`config.mk`:
```
export PLATFORM = sky130hd
export DESIGN_NAME = breakout_frame_renderer
export DESIGN_NICKNAME = d
export VERILOG_FILES = /design/src/rtl/breakout_pkg.sv /design/src/rtl/brick_map.sv /design/src/rtl/breakout_frame_renderer.sv
export SDC_FILE = /design/constraint.sdc
export NUM_CORES = 1
export LEC_CHECK = 0
export ABC_AREA = 1
export CORE_MARGIN = 10
export CORE_UTILIZATION = 40
export CTS_CLUSTER_SIZE = 25
export DETAILED_ROUTE_END_ITERATION = 6
export PLACE_DENSITY = 0.67
export SLEW_MARGIN = 20
export SYNTH_ARGS = -nofsm -noshare
export SYNTH_HDL_FRONTEND = slang
export SYNTH_SLANG_ARGS = --single-unit
```
`constraint.sdc`:
```
create_clock -name CLOCK_50 -period 1.3 [get_ports CLOCK_50]
set_input_delay 0.26 -clock CLOCK_50 [delete_from_list [all_inputs] [get_ports CLOCK_50]]
set_output_delay 0.26 -clock CLOCK_50 [all_outputs]
set_load 0.05 [all_outputs]
```
`src/rtl/breakout_pkg.sv`:
```
// Shared types and colour constants for the Breakout frame renderer.
//   game_state_t : game-state FSM encoding (IDLE/PLAY/WON/LOST)
//   rgb_t        : packed 8:8:8 colour {r,g,b}
//   COL_*        : fixed colours for border, paddle and ball
//   ROW_COLOUR   : per-row brick colour, indexed by (row mod 4)
package breakout_pkg;

  typedef enum logic [1:0] {
    ST_IDLE = 2'd0,
    ST_PLAY = 2'd1,
    ST_WON  = 2'd2,
    ST_LOST = 2'd3
  } game_state_t;

  typedef struct packed {
    logic [7:0] r;
    logic [7:0] g;
    logic [7:0] b;
  } rgb_t;

  localparam rgb_t COL_BLACK  = 24'h000000;
  localparam rgb_t COL_WHITE  = 24'hFFFFFF;
  localparam rgb_t COL_RED    = 24'hFF0000;
  localparam rgb_t COL_GREEN  = 24'h00FF00;
  localparam rgb_t COL_PADDLE = 24'h20A0FF;
  localparam rgb_t COL_BALL   = 24'hFFFF00;

  // Element 0 is the rightmost entry of the concatenation.
  localparam rgb_t [3:0] ROW_COLOUR = {
    rgb_t'(24'h3060E0),
    rgb_t'(24'h30C040),
    rgb_t'(24'hF09020),
    rgb_t'(24'hE03030)
  };

endpackage

```
`src/rtl/brick_map.sv`:
```
// Live-brick bitmap, live-brick counter and the brick-hit handshake.
// Ports:
//   clk, rst_n      : clock, asynchronous active-low reset
//   play            : game is in PLAY (hits accepted only then)
//   refill          : restore every brick and reload the counter
//   hit_valid/_row/_col, hit_ready : hit request handshake
//   bricks_left     : number of live bricks
//   alive           : bitmap, bit r*N_COLS+c is brick (r,c)
module brick_map
  import breakout_pkg::*;
#(
  parameter int N_ROWS = 3,
  parameter int N_COLS = 5
) (
  input  logic                     clk,
  input  logic                     rst_n,
  input  logic                     play,
  input  logic                     refill,
  input  logic                     hit_valid,
  input  logic [2:0]               hit_row,
  input  logic [3:0]               hit_col,
  output logic                     hit_ready,
  output logic [7:0]               bricks_left,
  output logic [N_ROWS*N_COLS-1:0] alive
);

  localparam int         N_BRICKS   = N_ROWS * N_COLS;
  localparam logic [7:0] FULL_COUNT = 8'(N_BRICKS);

  logic [N_BRICKS-1:0] hit_sel;
  logic                take;
  logic                live_hit;

  // One-hot decode of the addressed brick. Out-of-range indices match no
  // comparator, so they are consumed without touching the bitmap.
  for (genvar r = 0; r < N_ROWS; r++) begin : g_row
    for (genvar c = 0; c < N_COLS; c++) begin : g_col
      assign hit_sel[r*N_COLS+c] = (hit_row == 3'(r)) && (hit_col == 4'(c));
    end
  end

  assign hit_ready = play;
  // A start in the same cycle refills the wall and the hit is dropped.
  assign take      = hit_valid & play & ~refill;
  assign live_hit  = take & (|(hit_sel & alive));

  always_ff @(posedge clk or negedge rst_n) begin
    if (!rst_n) begin
      alive       <= '1;
      bricks_left <= FULL_COUNT;
    end else if (refill) begin
      alive       <= '1;
      bricks_left <= FULL_COUNT;
    end else if (live_hit) begin
      alive       <= alive & ~hit_sel;
      bricks_left <= bricks_left - 8'd1;
    end
  end

endmodule

```
`src/rtl/breakout_frame_renderer.sv`:
```
// Breakout frame renderer: brick wall, paddle, ball and border for VGA.
// Ports:
//   CLOCK_50, reset        : clock, asynchronous active-low reset
//   posX, posY, pix_valid  : pixel position from the VGA timing generator
//   paddleX, ballX, ballY  : object positions
//   start, ball_lost       : game-control pulses
//   hit_valid/_row/_col, hit_ready : brick-hit handshake from ball physics
//   bricks_left, game_state: game status
//   VGA_R/G/B              : colour, 2 cycles after posX/posY/pix_valid
module breakout_frame_renderer
  import breakout_pkg::*;
#(
  parameter int COORD_W       = 11,
  parameter int H_RES         = 640,
  parameter int V_RES         = 480,
  parameter int N_COLS        = 5,
  parameter int N_ROWS        = 3,
  parameter int BRICK_W       = 128,
  parameter int BRICK_H       = 20,
  parameter int WALL_TOP      = 60,
  parameter int PADDLE_Y      = 450,
  parameter int PADDLE_H      = 20,
  parameter int PADDLE_HALF_W = 40,
  parameter int BALL_SIZE     = 8
) (
  input  logic               CLOCK_50,
  input  logic               reset,
  input  logic [COORD_W-1:0] posX,
  input  logic [COORD_W-1:0] posY,
  input  logic               pix_valid,
  input  logic [COORD_W-1:0] paddleX,
  input  logic [COORD_W-1:0] ballX,
  input  logic [COORD_W-1:0] ballY,
  input  logic               start,
  input  logic               ball_lost,
  input  logic               hit_valid,
  input  logic [2:0]         hit_row,
  input  logic [3:0]         hit_col,
  output logic               hit_ready,
  output logic [7:0]         bricks_left,
  output logic [1:0]         game_state,
  output logic [7:0]         VGA_R,
  output logic [7:0]         VGA_G,
  output logic [7:0]         VGA_B
);

  typedef logic [COORD_W-1:0] coord_t;
  // One extra bit so paddle/ball edge sums never wrap.
  typedef logic [COORD_W:0]   ext_t;

  game_state_t                state;
  logic [N_ROWS*N_COLS-1:0]   alive;

  brick_map #(
    .N_ROWS(N_ROWS),
    .N_COLS(N_COLS)
  ) u_brick_map (
    .clk        (CLOCK_50),
    .rst_n      (reset),
    .play       (state == ST_PLAY),
    .refill     (start),
    .hit_valid  (hit_valid),
    .hit_row    (hit_row),
    .hit_col    (hit_col),
    .hit_ready  (hit_ready),
    .bricks_left(bricks_left),
    .alive      (alive)
  );

  // Game-state FSM. In PLAY a start outranks ball_lost, which outranks the
  // win check; the win check looks at the registered counter, so WON lands
  // the cycle after the final accepted hit.
  always_ff @(posedge CLOCK_50 or negedge reset) begin
    if (!reset) begin
      state <= ST_IDLE;
    end else begin
      case (state)
        ST_IDLE: if (start) state <= ST_PLAY;
        ST_PLAY: begin
          if (!start) begin
            if (ball_lost)                state <= ST_LOST;
            else if (bricks_left == 8'd0) state <= ST_WON;
          end
        end
        default: if (start) state <= ST_PLAY;
      endcase
    end
  end

  assign game_state = state;

  // Brick-wall comparators: one X window per column, one Y window per row.
  logic [N_COLS-1:0] in_col;
  logic [N_ROWS-1:0] in_row;

  for (genvar c = 0; c < N_COLS; c++) begin : g_col_cmp
    localparam coord_t X_LO = coord_t'(c * BRICK_W);
    localparam coord_t X_HI = coord_t'((c + 1) * BRICK_W - 1);
    if (c == 0) begin : g_first
      assign in_col[c] = (posX <= X_HI);
    end else begin : g_rest
      assign in_col[c] = (posX >= X_LO) && (posX <= X_HI);
    end
  end

  for (genvar r = 0; r < N_ROWS; r++) begin : g_row_cmp
    localparam coord_t Y_LO = coord_t'(WALL_TOP + r * BRICK_H);
    localparam coord_t Y_HI = coord_t'(WALL_TOP + (r + 1) * BRICK_H - 1);
    assign in_row[r] = (posY >= Y_LO) && (posY <= Y_HI);
  end

  // Rows are disjoint, so at most one row can claim the pixel.
  logic       brick_any;
  logic [2:0] brick_row;

  always_comb begin
    brick_any = 1'b0;
    brick_row = 3'd0;
    for (int r = 0; r < N_ROWS; r++) begin
      if (in_row[r] && (|(in_col & alive[r*N_COLS +: N_COLS]))) begin
        brick_any = 1'b1;
        brick_row = 3'(r);
      end
    end
  end

  // Paddle span is clamped to [0, H_RES-1] so a paddle near the left edge
  // cannot wrap round to the top of the coordinate range.
  localparam ext_t HALF_W = ext_t'(PADDLE_HALF_W);
  localparam ext_t X_MAX  = ext_t'(H_RES - 1);

  ext_t pad_lo, pad_hi_raw, pad_hi, pos_x_ext, pos_y_ext, ball_x_end, ball_y_end;
  logic paddle_hit, ball_hit, border_hit;

  assign pos_x_ext  = ext_t'(posX);
  assign pos_y_ext  = ext_t'(posY);
  assign pad_lo     = (ext_t'(paddleX) >= HALF_W) ? ext_t'(paddleX) - HALF_W : '0;
  assign pad_hi_raw = ext_t'(paddleX) + HALF_W;
  assign pad_hi     = (pad_hi_raw > X_MAX) ? X_MAX : pad_hi_raw;
  assign ball_x_end = ext_t'(ballX) + ext_t'(BALL_SIZE);
  assign ball_y_end = ext_t'(ballY) + ext_t'(BALL_SIZE);

  assign paddle_hit = (pos_x_ext >= pad_lo) && (pos_x_ext <= pad_hi) &&
                      (posY >= coord_t'(PADDLE_Y)) &&
                      (posY <  coord_t'(PADDLE_Y + PADDLE_H));
  assign ball_hit   = (pos_x_ext >= ext_t'(ballX)) && (pos_x_ext < ball_x_end) &&
                      (pos_y_ext >= ext_t'(ballY)) && (pos_y_ext < ball_y_end);
  assign border_hit = (posX == '0) || (posX == coord_t'(H_RES - 1)) ||
                      (posY == '0) || (posY == coord_t'(V_RES - 1));

  // Stage 1: region flags and the row of the live brick under the pixel.
  logic       v1, border1, ball1, paddle1, brick1;
  logic [2:0] row1;

  always_ff @(posedge CLOCK_50 or negedge reset) begin
    if (!reset) begin
      v1      <= 1'b0;
      border1 <= 1'b0;
      ball1   <= 1'b0;
      paddle1 <= 1'b0;
      brick1  <= 1'b0;
      row1    <= 3'd0;
    end else begin
      v1      <= pix_valid;
      border1 <= border_hit;
      ball1   <= ball_hit;
      paddle1 <= paddle_hit;
      brick1  <= brick_any;
      row1    <= brick_row;
    end
  end

  // Stage 2 colour select; state-dependent choices use the current state.
  rgb_t colour_next, colour_q;

  always_comb begin
    colour_next = COL_BLACK;
    if (v1) begin
      if (border1) begin
        case (state)
          ST_WON:  colour_next = COL_GREEN;
          ST_LOST: colour_next = COL_RED;
          default: colour_next = COL_WHITE;
        endcase
      end else if (ball1 && (state == ST_PLAY)) begin
        colour_next = COL_BALL;
      end else if (paddle1) begin
        colour_next = COL_PADDLE;
      end else if (brick1 && (state != ST_LOST)) begin
        colour_next = ROW_COLOUR[row1[1:0]];
      end
    end
  end

  always_ff @(posedge CLOCK_50 or negedge reset) begin
    if (!reset) colour_q <= COL_BLACK;
    else        colour_q <= colour_next;
  end

  assign VGA_R = colour_q.r;
  assign VGA_G = colour_q.g;
  assign VGA_B = colour_q.b;

endmodule

```
==> summary.md, run 1 <==
| Metric | Value |
|---|---|
| Outcome | complete, but fails checks |
| Failing checks | setup timing |
| Leakage Power | 4.304 nW |
| Post-synthesis compound-gate area fraction | 7.981% |
| Hold Violations, Final | 0 |
| Utilization after layout | 76.91% |
| Final GP Congestion | 0.9266 |
| Hold_ws | 0.4330 ns |
| Max VDD drop | 619.0 µV |
| CTS buffer count | 5 |
| FF-to-FF End | u_brick_map.bricks_left[7] |
| Tightest Pin Transition | 0.4969 ns |
| RSZ-0062 raised after global routing | yes |
| Max Cap Violations | 0 |
| Post-route ant nets | 0 |
| Routed wl met3 | 1.264 mm |
| Clock slew seen by the registers of the worst setup and hold paths | 0.07 ns |
| DIE AREA | 0.01640 mm² |
| IO Pins | 103 |
| Fmax | 421.0 MHz |
| DIE HEIGHT | 128.1 µm |
| Chip Width | 128.1 µm |
| Final Max Tran Viols | 0 |
| Wire length per cell | 17.31 µm |
| Synth Warn # | 0 |
| # port buffers | 102 |
| EDFF count, synth | 0 |
| Clk_lat worst skew | 0.29 ns |
| Wl on met1 | 6.996 mm |
| Synth Cell Area | 0.004672 mm² |
| Drt pass-1 iters | 7 |
| Post-Synth Simple-Gate Area | 35.48% |
| Post-route worst setup slack | -1.076 ns |
| Reg2reg path depth | 7 |
| First-pass GRT wire length | 27.92 mm |
| Area delta synth->final | 87.98% |
| Starting density of the core | 40.92% |
| Largest net degree at the start of global routing | 20 |
| Bufs on Longest Clock Path | 2 |
| Max layer used | met4 |
| Rel. slew slack | 66.52% |
| CTS tree | built |
| Endpoint, Worst Hold | v1 |
| Commonest non-fill, non-tap cell in the layout | nand2_1 |
| Share of layout cells above drive strength 1 | 47.91% |
| Reg-to-Reg Start | u_brick_map.bricks_left[3] |
| #FFs+latches synth | 46 |
| Worst clock skew | 0.01271 ns |
| Main synth FF type | dfrtp_1 |
| Ant. Diodes | 0 |
| Total congestion overflow | 0 |
| Crit path required time | 1.52 ns |
| Post-synthesis mux area share | 0% |
| Largest family of logic cells by synthesized area | simple AND/OR/NAND/NOR gates |
| Final min period | 2.376 ns |
| Met2 wire length | 9.930 mm |
| Sequential share of the synthesized area | 25.15% |
| Yosys cell types | 40 |
| Drt drc | 0 |
| XOR/XNOR Fraction of Synth Area | 3.187% |
| Core ar. | 0.01142 mm² |
| DRT Wirelength | 19.03 mm |
| Final Cycle Share | 182.7% |
| Routed via count | 5961 |
| Worst Hold Depth | 1 |
| CTS root buf | clkbuf_16 |
| Power per Cell Area | 615.9 mW/mm² |
| # clock sinks | 46 |
| Htree depth | 2 |
| CP Class | in -> reg |
| Mapped Avg Cell Area | 6.830 µm² |
| Initial DRC count | 342 |
| Antenna violations before repair | 0 |
| Adder-cell area share of the yosys netlist | 18.48% |
| Hold_sp | pix_valid |
| Setup WS pre-CTS | -1.764 ns |
| Post-Syn Instances | 684 |
| R2R Setup Slk | -0.24 ns |
| Critical Path AT | 2.60 ns |
| GRT Resource Usage Total | 20.09% |
| Final Net Count | 1092 |
| Final setup violation count | 36 |
| Hpwl dp | 12.43 mm |
| Number of global-route vias before repair | 6235 |
| DR vias/cell | 5.424 |
| Crit path launch type | primary input |
| Synth Net Count | 821 |
| Num rows | 39 |
| Worst min path class | in -> reg |
| Critical path peak fanout | 4 |
| Critical Path End Type | flop |
| Post-synth ARST share | 100.0% |
| Commonest non-fill, non-tap cells in the layout | nand2_1 (146), buf_4 (145), ha_1 (58) |
power by group:
group	leakage [nW]	switching [mW]	internal, mW
logic	3.66	1.29	1.16
clock network	0.0823	0.544	0.884
registers	0.561	0.0487	1.48
Yosys cell counts, drive strengths merged, types with 2 or more instances:
cell,n,area (µm²)
a211oi,4,30.03
a21oi,31,155.2
a31oi,2,12.51
buf,12,93.84
clkbuf,5,18.77
dfrtp,27,675.7
dfstp,19,499.2
ha,69,863.3
inv,90,337.8
nand2,181,704.4
nand3,61,310.3
nand4,24,150.1
nor2,80,307.8
nor3,17,85.08
nor4,4,25.02
o21a,2,15.01
o21ai,19,98.85
o22ai,2,12.51
o31ai,2,15.01
or2,7,43.79
xnor2,4,35.03
xor2,13,113.9
per-stage QoR:
stage | power [mW] | TNS, ns | cells | area, µm²
detailed placement | 3.497 | -21.51 | 1046 | 7360
global placement | 3.417 | -19.97 | 1046 | 7360
floorplan | 2.458 | -12.25 | 684 | 4850
CTS | 5.136 | -2.516 | 1086 | 8257
global route | 5.661 | -8.562 | 1099 | 8782
finish | 5.409 | -6.852 | 1099 | 8782
worst max-delay path by stage:
stage / slack, ns / cells after the start / endpoint / from
2_1_floorplan: -0.82 / 17 / paddle1 / paddleX[3]
6_report: -1.08 / 18 / paddle1 / paddleX[3]
4_1_cts: -0.92 / 19 / paddle1 / paddleX[3]
3_3_place_gp: -1.61 / 19 / paddle1 / paddleX[3]
3_5_place_dp: -1.76 / 19 / paddle1 / paddleX[3]
5_1_grt: -1.30 / 18 / paddle1 / paddleX[3]
flip-flops by register name, indices dropped and copies added (netlist names):
name	cells
v1	1
VGA_G	5
ball1	1
row1	2
paddle1	1
brick1	1
u_brick_map.alive	15
border1	1
VGA_R	4
game_state	2
u_brick_map.bricks_left	8
VGA_B	5
area by class of cell:
type	instances	area, µm²
fill	746	2636
clock buffer	8	167.7
inverter	90	379.1
timing repair buffer	280	2890
multi-input combinational	532	3985
tap	143	178.9
sequential	46	1181
cells by family (layout without fill, tap and decap cells):
| logic type | Yosys count | count (layout) |
|---|---|---|
| AOI/OAI and AO/OA | 66 | 66 |
| DFF | 46 | 46 |
| and+or+nand+nor | 378 | 379 |
| buffers and inverters | 107 | 378 |
| xor gates and xnor gates | 17 | 17 |
| adders and majority gates | 69 | 69 |
| other | 1 | 1 |
what timing repair did:
item | 4_1_cts | 5_1_grt
endpoints found under the hold margin | 8 | 0
gates cloned | 2 | 0
pin swaps | 107 | 92
endpoints found under the setup margin | 36 | 57
hold buffers | 1 | 0
resized for setup | 229 | 137
buffers inserted | 29 | 13
routing by layer:
metal  vias to the layer above  GRT usage (%)
li1                       2793              -
met2                       308          37.37
met3                        73          4.218
met1                      2787          21.50
met4                         0          7.947
met5                         -              0
critical path: stages:
cell and delay (ns):
buf_8 0.08, buf_12 0.11, inv_16 0.03, o21ai_4 0.13, nand2_2 0.09, nor2_2 0.12
xor2_1 0.23, o21ai_2 0.11, nand2_2 0.15, buf_6 0.13, nor2_1 0.05, ha_1 0.29
nand2_2 0.07, nor3_4 0.19, nand4_1 0.17, o21ai_2 0.19, nand2_1 0.10, a21oi_2 0.10
No activity file was read; power rests on OpenSTA's default activity.
==> run 2, diff against run 1 <==
--- a/config.mk
+++ b/config.mk
@@ -6,11 +6,13 @@
 export NUM_CORES = 1
 export LEC_CHECK = 0
 export ABC_AREA = 1
+export CAP_MARGIN = 20
 export CORE_MARGIN = 10
 export CORE_UTILIZATION = 40
 export CTS_CLUSTER_SIZE = 25
 export DETAILED_ROUTE_END_ITERATION = 6
-export PLACE_DENSITY = 0.67
+export DONT_BUFFER_PORTS = 1
+export PLACE_DENSITY = 0.55
 export SLEW_MARGIN = 20
 export SYNTH_ARGS = -nofsm -noshare
 export SYNTH_HDL_FRONTEND = slang
==> run 2 against run 1 <==
  * The run ends with hold timing, setup timing left
  * Wire length decreased by 28%
  * Die area unchanged
  * Sequential power about the same
  * Flip-flop and latch count unchanged
  * Core utilization decreased by 20 points
  * Clock power about the same
==> summary.md, run 2 (synthesized netlist as in run 1, its figures left out) <==
| Metric | Value |
|---|---|
| Outcome | complete, but fails checks |
| Failing checks | hold timing, setup timing |
| Area delta synth->final | 40.20% |
| DR vias/cell | 5.155 (-5.0%) |
| Drt drc | 0 (unchanged) |
| Top delay family on crit path | simple AND/OR/NAND/NOR gates |
| Share of layout cells above drive strength 1 | 34.30% (-14 points) |
| Setup WS pre-CTS | -1.058 ns (+0.7056 ns) |
| Post-route worst setup slack | -0.7200 ns (+0.3555 ns) |
| Cell count after placement | 912 (-13%) |
| Crit path required time | 1.48 ns (-0.04 ns) |
| Fmax | 495.1 MHz (+18%) |
| Final min period | 2.020 ns (-0.3555 ns) |
| Antenna violations before repair | 0 (unchanged) |
| Max VDD drop | 776.9 µV (+26%) |
| Commonest non-fill, non-tap cells in the layout | nand2_1 (157), buf_4 (95), inv_1 (70) |
| IO Pins | 103 (unchanged) |
| Post-route ant nets | 0 (unchanged) |
| Final setup violation count | 30 (-17%) |
| Cell Count, Final, Fillers Out | 936 (-15%) |
| Core ar. | 0.01142 mm² (unchanged) |
| Max incr delay on CP | 0.20 ns (-0.09 ns) |
| DRT Wirelength | 13.65 mm (-28%) |
| Chip Width | 128.1 µm (unchanged) |
| Starting density of the core | 40.92% (unchanged) |
| Initial DRC count | 220 (-36%) |
| Largest net degree at the start of global routing | 47 (+140%) |
| Layout fillers | 1043 (+40%) |
| Clock slew seen by the registers of the worst setup and hold paths | 0.07 ns (about the same) |
| Commonest non-fill, non-tap cell in the layout | nand2_1 |
| Crit-path slowest cell | or2_1 |
| Htree depth | 2 (unchanged) |
| Final Cycle Share | 155.4% (-27 points) |
| Routed via count | 4825 (-19%) |
| CP Class | in -> reg |
| CTS tree | built |
| Final GP Congestion | 0.9021 (-2.6%) |
| Final Max Tran Viols | 0 (unchanged) |
| # port buffers | 0 (-100%) |
| Drt pass-1 iters | 4 (-3) |
| Final Net Count | 929 (-15%) |
| Number of global-route vias before repair | 4785 (-23%) |
| Critical Path End Type | flop |
| Ant. Diodes | 0 (unchanged) |
| CP Cell Sequence | ha_4 > nor2_4 > nor2_4 > nand3_2 > nand2_1 > o21ai_2 > nand2_4 > buf_6 > or2_1 > ha_1 > nor2_1 > nor2_1 > o21ai_1 > nand2_1 > nand4_1 > o21ai_1 > nand2_1 > a21oi_2 |
| # hold bufs at CTS | 1 (unchanged) |
| Largest registers | u_brick_map.alive (15), u_brick_map.bricks_left (8) |
| Hpwl dp | 10.82 mm (-13%) |
| CTS buffer count | 5 (unchanged) |
| CP bufs+invs | 1 (-3) |
| Max reg flops | 15 (unchanged) |
| Crit path top cell by count | nand2_1 |
| Leakage Power | 3.246 nW (-25%) |
| Crit path launch type | primary input |
| GRT Resource Usage Total | 15.84% (-4.3 points) |
| First-pass GRT wire length | 22.01 mm (-21%) |
| RSZ-0062 raised after global routing | yes |
| Total Power | 4.589 mW (-15%) |
| Total congestion overflow | 0 (unchanged) |
| Critical Path AT | 2.20 ns (-0.40 ns) |
| Rel. slew slack | 64.40% (-2.1 points) |
| Utilization after layout | 57.36% (-20 points) |
| Worst clock skew | 0.009050 ns (-0.003664 ns) |
| Wire length per cell | 14.59 µm (-16%) |
| Tightest Pin Transition | 0.5273 ns (+0.03037 ns) |
| Power per Cell Area | 700.6 mW/mm² (+14%) |
| Hold Violations, Final | 46 (+46) |
| # clock sinks | 46 (unchanged) |
| Max Cap Violations | 0 (unchanged) |
| DIE AREA | 0.01640 mm² (unchanged) |
| Clk_lat worst skew | 0.28 ns (about the same) |
| Hold_ws | -0.3353 ns (-0.7683 ns) |
| Worst min path class | in -> async |
| Num rows | 39 (unchanged) |
| Critical path peak fanout | 6 (+2) |
| CTS root buf | clkbuf_16 |
| DIE HEIGHT | 128.1 µm (unchanged) |
| Biggest register | u_brick_map.alive |
| Bufs on Longest Clock Path | 2 (unchanged) |
[run 2: path summary, 6_finish.rpt]
check | start | end | slack [ns] | depth (start not counted)
max in group asynchronous | reset | u_brick_map.alive[4] | 1.45 | 0
max | paddleX[3] | paddle1 | -0.72 | 18
min reg2reg | u_brick_map.alive[8] | u_brick_map.alive[8] | 0.47 | 2
min | reset | u_brick_map.bricks_left[5] | -0.34 | 0
min in group CLOCK_50 | start | game_state[1] | 0.06 | 1
max reg2reg | game_state[1] | u_brick_map.alive[9] | -0.07 | 7
[run 2: what timing repair did]
item,CTS,global route
setup buffers,9,4
pin swaps,27,42
resized for setup,37,81
endpoints found under the setup margin,22,39
endpoints found under the hold margin,47,46
cloned,0,2
[run 2: routing by layer]
layer	wire length [µm]	GRT usage [%]
met1	5468	17.38
met2	7039	28.95
met4	208	4.238
met5	0	0
met3	935	4.591
[run 2: final cells by class]
cell class	count	area [µm²]	area share [%]
sequential	46	1181	18.03
clock inverter	3	45.04	0.6877
tap	143	178.9	2.732
clock buffer	5	125.1	1.910
multi-input combinational	532	3590	54.80
timing repair buffer	117	1050	16.03
inverter	90	380.4	5.807
[run 2: metrics by stage]
stage | TNS (ns) | instance area [µm²]
global placement | -6.239 | 5744
global route | -4.779 | 6550
floorplan | -12.25 | 4850
detailed placement | -7.054 | 5744
finish | -2.068 | 6550
CTS | -1.191 | 6152
[run 2: power breakdown]
group	total [mW]	internal, mW	switching (mW)
logic	1.59	0.714	0.874
clock network	1.45	0.906	0.548
registers	1.55	1.48	0.0670
==> run 3, diff against run 2 <==
--- a/config.mk
+++ b/config.mk
@@ -8,11 +8,11 @@
 export ABC_AREA = 1
 export CAP_MARGIN = 20
 export CORE_MARGIN = 10
-export CORE_UTILIZATION = 40
+export CORE_UTILIZATION = 35
 export CTS_CLUSTER_SIZE = 25
 export DETAILED_ROUTE_END_ITERATION = 6
 export DONT_BUFFER_PORTS = 1
-export PLACE_DENSITY = 0.55
+export PLACE_DENSITY = 0.5
 export SLEW_MARGIN = 20
 export SYNTH_ARGS = -nofsm -noshare
 export SYNTH_HDL_FRONTEND = slang
==> run 3 against run 2 <==
  * The flow still finishes with violations (hold timing, setup timing)
  * Critical path depth down 1
  * Wire length up 6.7%
  * Sequential power about the same
  * Sequential share of layout area down 0.24 points
  * Design area up 1.3%
  * Core utilization down 6.8 points
  * Clock power up 14%
  * Register-to-register slack worse by 0.02 ns
  * First-iteration DRC count down 13%
  * Count of clock-buffer cells in the layout unchanged
  * Clock skew down 0.0019 ns
  * Largest cell class unchanged
==> summary.md, run 3 (synthesized netlist as in run 1, its figures left out) <==
| Metric | Value |
|---|---|
| Outcome | complete, but fails checks |
| Failing checks | hold timing, setup timing |
| Post-route ant nets | 0 (unchanged) |
| # hold bufs at CTS | 1 (unchanged) |
| CTS buffer count | 5 (unchanged) |
| Routed via count | 4965 (+2.9%) |
| Clock slew seen by the registers of the worst setup and hold paths | 0.07 ns (about the same) |
| Core ar. | 0.01314 mm² (+15%) |
| Starting density of the core | 35.56% (-5.4 points) |
| # port buffers | 0 (unchanged) |
| Final Max Tran Viols | 0 (unchanged) |
| IO Pins | 103 (unchanged) |
| Final GP Congestion | 0.8833 (-2.1%) |
| Max reg flops | 15 (unchanged) |
| DRT Wirelength | 14.56 mm (+6.7%) |
| Share of layout cells above drive strength 1 | 36.27% (+2.0 points) |
| # clock sinks | 46 (unchanged) |
| CP Launch Point | paddleX[3] |
| Utilization after layout | 50.52% (-6.8 points) |
| CP Class | in -> reg |
| Final min period | 2.002 ns (-0.01825 ns) |
| Worst min path class | in -> async |
| Clk_lat worst skew | 0.29 ns (about the same) |
| CTS root buf | clkbuf_16 |
| Crit path required time | 1.53 ns (+0.05 ns) |
| Max Cap Violations | 0 (unchanged) |
| Reg-to-Reg Start | game_state[0] |
| Commonest non-fill, non-tap cells in the layout | nand2_1 (149), buf_4 (106), inv_1 (71) |
| Critical Path AT | 2.23 ns (+0.03 ns) |
| Critical path peak fanout | 4 (-2) |
| Drt pass-1 iters | 4 (unchanged) |
| Max VDD drop | 487.6 µV (-37%) |
| Setup WS pre-CTS | -1.094 ns (-0.03537 ns) |
| Hold Violations, Final | 46 (unchanged) |
| Biggest register | u_brick_map.alive |
| Largest net degree at the start of global routing | 47 (unchanged) |
| Htree depth | 2 (unchanged) |
| Chip Width | 135.5 µm (+5.8%) |
| Worst clock skew | 0.007113 ns (-0.001938 ns) |
| DIE AREA | 0.01837 mm² (+12%) |
| Initial DRC count | 191 (-13%) |
| Ant. Diodes | 0 (unchanged) |
| Hold_ws | -0.3414 ns (-0.006109 ns) |
| Total Power | 4.776 mW (+4.1%) |
| DIE HEIGHT | 135.5 µm (+5.8%) |
| Fmax | 499.6 MHz (+0.91%) |
| Drt drc | 0 (unchanged) |
| Antenna violations before repair | 0 (unchanged) |
| Final Net Count | 941 (+1.3%) |
| Bufs on Longest Clock Path | 2 (unchanged) |
| Final setup violation count | 27 (-10%) |
| Num rows | 42 (+7.7%) |
| Area delta synth->final | 42.07% |
| Final Cycle Share | 154.0% (-1.4 points) |
| Total congestion overflow | 0 (unchanged) |
| First-pass GRT wire length | 23.92 mm (+8.7%) |
| Leakage Power | 3.331 nW (+2.6%) |
| Wire length per cell | 14.84 µm (+1.8%) |
| Cell count after placement | 953 (+4.5%) |
| DR vias/cell | 5.061 (-1.8%) |
| Cell Count, Final, Fillers Out | 981 (+4.8%) |
| Hpwl dp | 11.25 mm (+4.1%) |
| CTS tree | built |
| GRT Resource Usage Total | 15.57% (-0.27 points) |
| Commonest non-fill, non-tap cell in the layout | nand2_1 |
| Post-route worst setup slack | -0.7017 ns (+0.01825 ns) |
| Critical Path End Type | flop |
| Number of global-route vias before repair | 5167 (+8.0%) |
| Largest registers | u_brick_map.alive (15), u_brick_map.bricks_left (8) |
| Power per Cell Area | 719.6 mW/mm² (+2.7%) |
| Crit path launch type | primary input |
| RSZ-0062 raised after global routing | yes |
## run 3: path summary, 6_finish.rpt
check	depth (start not counted)	slack, ns	to
min in group CLOCK_50	1	0.06	game_state[1]
min reg2reg	2	0.48	u_brick_map.alive[4]
max	17	-0.70	paddle1
min	0	-0.34	paddle1
max in group asynchronous	0	1.45	u_brick_map.alive[13]
max reg2reg	9	-0.09	u_brick_map.bricks_left[5]
## run 3: critical path, stage by stage
cell     delay, ns
ha_4          0.15
nor2_4        0.14
nor2_4        0.06
xor2_2        0.15
o21ai_2       0.15
nand2_2       0.11
inv_2         0.10
nand2_2       0.05
nor2_2        0.10
ha_1          0.25
a21oi_1       0.15
o21ai_1       0.09
nand4_1       0.08
nand4_1       0.11
o21ai_2       0.09
nand2_1       0.08
a21oi_2       0.10
## run 3: power breakdown
group / leakage (nW) / switching, mW / internal (mW)
Combinational: 2.68 / 0.862 / 0.704
Clock: 0.0940 / 0.559 / 1.10
Sequential: 0.561 / 0.0660 / 1.48
Total: 3.33 / 1.49 / 3.29
## run 3: repair_timing
action / in CTS / in global routing
hold endpoints to repair: 47 / 46
cloned: 3 / 0
pin swaps: 48 / 44
resized for setup: 65 / 57
setup endpoints to repair: 29 / 41
buffers inserted: 12 / 7
## run 3: area by class of cell
cell class                      count  area, µm²
Clock buffer                        5      125.1
Clock inverter                      3      68.82
Fill cell                        1330       6500
Inverter                           90      371.6
Multi-Input combinational cell    532       3550
Sequential cell                    46       1181
Tap cell                          176      220.2
Timing Repair Buffer              129       1121
## run 3: per-stage QoR
| step | setup TNS [ns] | instance area (µm²) |
|---|---|---|
| 4_1_cts | -1.894 | 6446 |
| 2_1_floorplan | -12.25 | 4850 |
| 3_3_place_gp | -6.795 | 5858 |
| 5_1_grt | -4.290 | 6638 |
| 3_5_place_dp | -7.572 | 5858 |
| 6_report | -1.968 | 6638 |
## run 3: metal layers
metal  global-route usage, %  routed length (µm)
met5                       0                   0
met3                   3.932                1017
met4                   6.400                 438
met2                   27.81                7331
met1                   17.15                5773
==> variant 1: new RTL, settings of run 2 <==
Set the parameter `COORD_W` to 15 (it was 11).
--- a/src/rtl/breakout_frame_renderer.sv
+++ b/src/rtl/breakout_frame_renderer.sv
@@ -10,7 +10,7 @@
 module breakout_frame_renderer
   import breakout_pkg::*;
 #(
-  parameter int COORD_W       = 11,
+  parameter int COORD_W       = 15,
   parameter int H_RES         = 640,
   parameter int V_RES         = 480,
   parameter int N_COLS        = 5,
Interface: changed (5 resized); port bits go from 103 to 123. The function was not compared with the original's and may differ.
==> variant 1 against run 2 <==
- the flow still finishes with violations (negative hold slack, negative setup slack)
- global-route usage increased by 1.6 points
- first-iteration DRC count shrank 7.7%
- clock power down 9.7%
- routed wire length rose by 32%
- area after synthesis up 19%
- sequential cell count stayed put
- worst setup slack got worse by 0.50 ns
- hold slack worse by 0.0060 ns
- total power up 13%
- design area is 21% higher
- highest routed layer unchanged
==> variant 1: results (changes against run 2) <==
status complete, but fails checks (unchanged); violated checks negative hold slack, negative setup slack (unchanged); R2R setup slack -0.17 ns (was -0.07 ns); Seq/Total Area, Yosys 21.0% (was 25.1%); Via density 5.24 (was 5.15); global-route wire length before repair 28,900 um (was 22,000 um); Min Hold Slack -0.341 ns (was -0.335 ns); metal3 WL 864 um (was 935 um); DR WL met2 9470 um (was 7040 um); CP max FO 3 (was 6); crit path DAT 2.75 ns (was 2.20 ns); drt pass-1 iters 6 (was 4); Detailed Route Iter0 Violations 203 (was 220); headroom to the max-slew limit 66.9% (was 64.4%); met2 GRT Util 33.2% (was 29.0%); Reg-to-Reg End u_brick_map.bricks_left[6] (was u_brick_map.alive[9]); grt met1 use 18.1% (was 17.4%); Final WS setup -1.22 ns (was -0.720 ns); start of the worst register-to-register path u_brick_map.bricks_left[0] (was game_state[1]); met1 WL 7120 um (was 5470 um); met3 Track Usage GR 3.66% (was 4.59%); final hold violations 46 (unchanged); Setup Viol. Count Final 32 (was 30); skew final 0.00455 ns (was 0.00905 ns); Tot GR Track Use 17.5% (was 15.8%); GP Congestion 0.875 (was 0.902)
[variant 1: cell families after synthesis]
kind of cell    Yosys count  share of synthesized area [%]
buf+inv                 129                           9.41
fa+ha+maj                93                           20.8
other cells               1                         0.0672
compound gates          106                           11.5
simple gates            414                           32.5
flops                    46                           21.0
xor+xnor                 29                           4.69
[variant 1: worst max-delay path: stages]
cell	delay, ns
ha_4	0.14
or2_4	0.24
nand2_4	0.07
nor2_4	0.04
nand2_4	0.09
nor3_4	0.04
nand2_1	0.08
nand2_2	0.08
nor4_4	0.30
nand2_2	0.11
or2_4	0.27
ha_4	0.27
nand2_2	0.06
inv_1	0.09
nand3_2	0.10
nor3_2	0.13
nand2_1	0.08
a21o_1	0.19
a21oi_2	0.10
[variant 1: metrics by stage]
step                      instance area [sq um]  instances  util (%)  setup TNS (ns)
after floorplan                            5710        822         -          -13.23
after global placement                     6910       1123      50.2          -11.32
after detailed placement                   6910       1123      50.2          -12.85
after CTS                                  7510       1142      54.6           -4.74
after global routing                       7920       1150      57.5           -7.88
final                                      7920       1150      57.5           -4.85
[variant 1: power by group]
part | switching (uW) | internal, uW | total (uW)
registers | 70.0 | 1490 | 1560
logic | 1260 | 1070 | 2330
clock network | 583 | 723 | 1310
[variant 1: repair_timing]
action | CTS | global route
setup endpoints to repair | 32 | 45
gates resized for setup | 79 | 89
endpoints found under the hold margin | 47 | 46
buffers inserted | 9 | 10
gates cloned | 1 | 0
pin swaps | 59 | 64
[variant 1: cell type report]
class                      instances  area share [%]
multi-input combinational        648            58.2
timing repair buffer             158            16.7
sequential                        46            14.9
inverter                         110            5.43
tap                              180            2.84
clock buffer                       5            1.58
clock inverter                     3           0.316
==> variant 2: new RTL, settings of run 2 <==
Made on the original files. Make the reset (`reset` and `rst_n`) synchronous in 4 clocked blocks. Comments in the files are not updated.
--- a/src/rtl/brick_map.sv
+++ b/src/rtl/brick_map.sv
@@ -44,7 +44,7 @@
   assign take      = hit_valid & play & ~refill;
   assign live_hit  = take & (|(hit_sel & alive));
 
-  always_ff @(posedge clk or negedge rst_n) begin
+  always_ff @(posedge clk) begin
     if (!rst_n) begin
       alive       <= '1;
       bricks_left <= FULL_COUNT;
--- a/src/rtl/breakout_frame_renderer.sv
+++ b/src/rtl/breakout_frame_renderer.sv
@@ -70,7 +70,7 @@
   // Game-state FSM. In PLAY a start outranks ball_lost, which outranks the
   // win check; the win check looks at the registered counter, so WON lands
   // the cycle after the final accepted hit.
-  always_ff @(posedge CLOCK_50 or negedge reset) begin
+  always_ff @(posedge CLOCK_50) begin
     if (!reset) begin
       state <= ST_IDLE;
     end else begin
@@ -152,7 +152,7 @@
   logic       v1, border1, ball1, paddle1, brick1;
   logic [2:0] row1;
 
-  always_ff @(posedge CLOCK_50 or negedge reset) begin
+  always_ff @(posedge CLOCK_50) begin
     if (!reset) begin
       v1      <= 1'b0;
       border1 <= 1'b0;
@@ -192,7 +192,7 @@
     end
   end
 
-  always_ff @(posedge CLOCK_50 or negedge reset) begin
+  always_ff @(posedge CLOCK_50) begin
     if (!reset) colour_q <= COL_BLACK;
     else        colour_q <= colour_next;
   end
Behaviour: differs if reset is asserted again (counterexample within 4 cycles, from zero or initial values and one cycle with reset low); with reset held inactive, the same outputs for 4 cycles.
==> variant 2 against run 2 <==
- the flow finishes with violations (negative setup slack)
- via count up 0.58%
- total power decreased by 15%
- area after synthesis down 1.6%
- design area fell by 1.7%
- routed wire length is 1.3% lower
- sequential cell count unchanged
- worst setup slack got worse by 0.042 ns
- register-to-register slack better by 0.09 ns
- cell count increased by 2.9%
- critical endpoint is now paddle1
- largest power group is now registers
==> variant 2: results (changes against run 2) <==
Detailed Route Iter0 Violations 235 (was 220); largest net degree at the start of global routing 16 (was 47); global-route wire length before repair 22,200 um (was 22,000 um); Synth Instances 705 (was 684); Leak Pwr 0.00313 uW (was 0.00325 uW); Vias 4,853 (was 4,825); status complete, but fails checks (unchanged); DP Wirelength 11,000 um (was 10,800 um); violated checks negative setup slack (was negative hold slack, negative setup slack); skew final 0.00317 ns (was 0.00905 ns); syn_nets 842 (was 821); Tightest Hold Check Type in -> reg (was in -> async); Worst VDD drop 439 uV (was 777 uV); GP Congestion 0.847 (was 0.902); fin. max-slew vios 0 (unchanged); pre-CTS WS -1.15 ns (was -1.06 ns); CP max-delay cell ha_1 (was or2_1); Synth top cells by count nand2_1 (159), inv_1 (106), ha_1 (69) (was nand2_1 (177), inv_1 (87), nor2_1 (77)); Synth async-reset ratio 0% (was 100%); Seq/Total Area, Yosys 20.0% (was 25.1%); Final WS setup -0.762 ns (was -0.720 ns); Post-Layout Cell Count 963 (was 936); Tot GR Track Use 16.0% (was 15.8%); vias in the first global route 4,731 (was 4,785); headroom to the max-slew limit 65.2% (was 64.4%); placed instance area 5700 sq um (was 5740 sq um); CP max FO 7 (was 6); ranking of synthesized cells by area dfxtp_1 (20%), ha_1 (19%), nand2_1 (13%) (was ha_1 (18%), dfrtp_1 (14%), nand2_1 (14%)); clock slew at reported path FFs 0.06 ns; Yosys cell types 43 (was 40); crit-path max cell delay 0.29 ns (was 0.20 ns); Min Hold Slack 0.0745 ns (was -0.335 ns); crit path DAT 2.28 ns (was 2.20 ns); placed insts 942 (was 912); R2R setup slack 0.02 ns (was -0.07 ns); share of cells above drive strength 1 34.0% (was 34.3%); wire per inst 14.0 um (was 14.6 um); CTS buffer count 5 (unchanged); Setup Viol. Count Final 3 (was 30)
==> variant 2: cell types whose count changed after synthesis, sizes merged, moves of 7 or more <==
cell           run 2  this run
inv               90       110
nor3              17        25
dfstp             19         0
dfxtp              0        46
nand3b             1         8
o21ai             19        28
nand2            181       165
nor2              80        64
dfrtp             27         0
a21oi             31        50
==> variant 2: final timing paths <==
check	start	cells past startpoint	endpoint
worst min-delay path	reset	2	v1
worst max-delay path	paddleX[3]	19	paddle1
worst min register to register	u_brick_map.alive[14]	2	u_brick_map.alive[14]
worst max register to register	u_brick_map.alive[4]	7	u_brick_map.bricks_left[3]
==> variant 2: timing repair <==
item                                    CTS  global route
gates cloned                              1             0
endpoints found under the setup margin   25            37
setup buffers                            10             2
resized for setup                        56            83
pin swaps                                40            36
hold buffers                              0             0
==> variant 2: logic make-up after synthesis <==
| kind of cell | share of synthesized area [%] |
|---|---|
| xor+xnor | 3.81 |
| compound gates | 10.7 |
| flops | 20.0 |
| fa+ha+maj | 18.8 |
| buf+inv | 11.5 |
| other cells | 0.0815 |
| simple gates | 35.2 |
==> variant 2: report_power, final <==
group / leakage [uW] / switching, uW / internal, uW
registers: 0.000371 / 10.3 / 1420
clock network: 0.0000698 / 530 / 711
logic: 0.00269 / 671 / 549
==> variant 2: metrics by stage <==
step | TNS [ns] | util (%)
6_report | -0.953 | 56.9
3_5_place_dp | -9.35 | 50.4
2_1_floorplan | -10.07 | -
3_3_place_gp | -9.10 | 50.4
4_1_cts | -1.09 | 54.3
5_1_grt | -1.96 | 56.9
==> variant 2: metal layers <==
metal  wire length [um]  vias up  global-route usage, %  share of wire, %
met3                844        6                   3.93               6.3
met5                  0        -                      0                 0
met1               5780     2209                   18.9                43
li1                   -     2540                      -                 -
met4                 98        0                   3.15              0.73
met2               6760       98                   28.7                50
==> variant 2: final cells by class <==
class | instances | area, sq um
Sequential cell | 46 | 940
Inverter | 110 | 460
Clock buffer | 5 | 125
Multi-Input combinational cell | 534 | 3710
Tap cell | 143 | 179
Timing Repair Buffer | 122 | 1000
Fill cell | 1102 | 4880
Clock inverter | 3 | 21.3
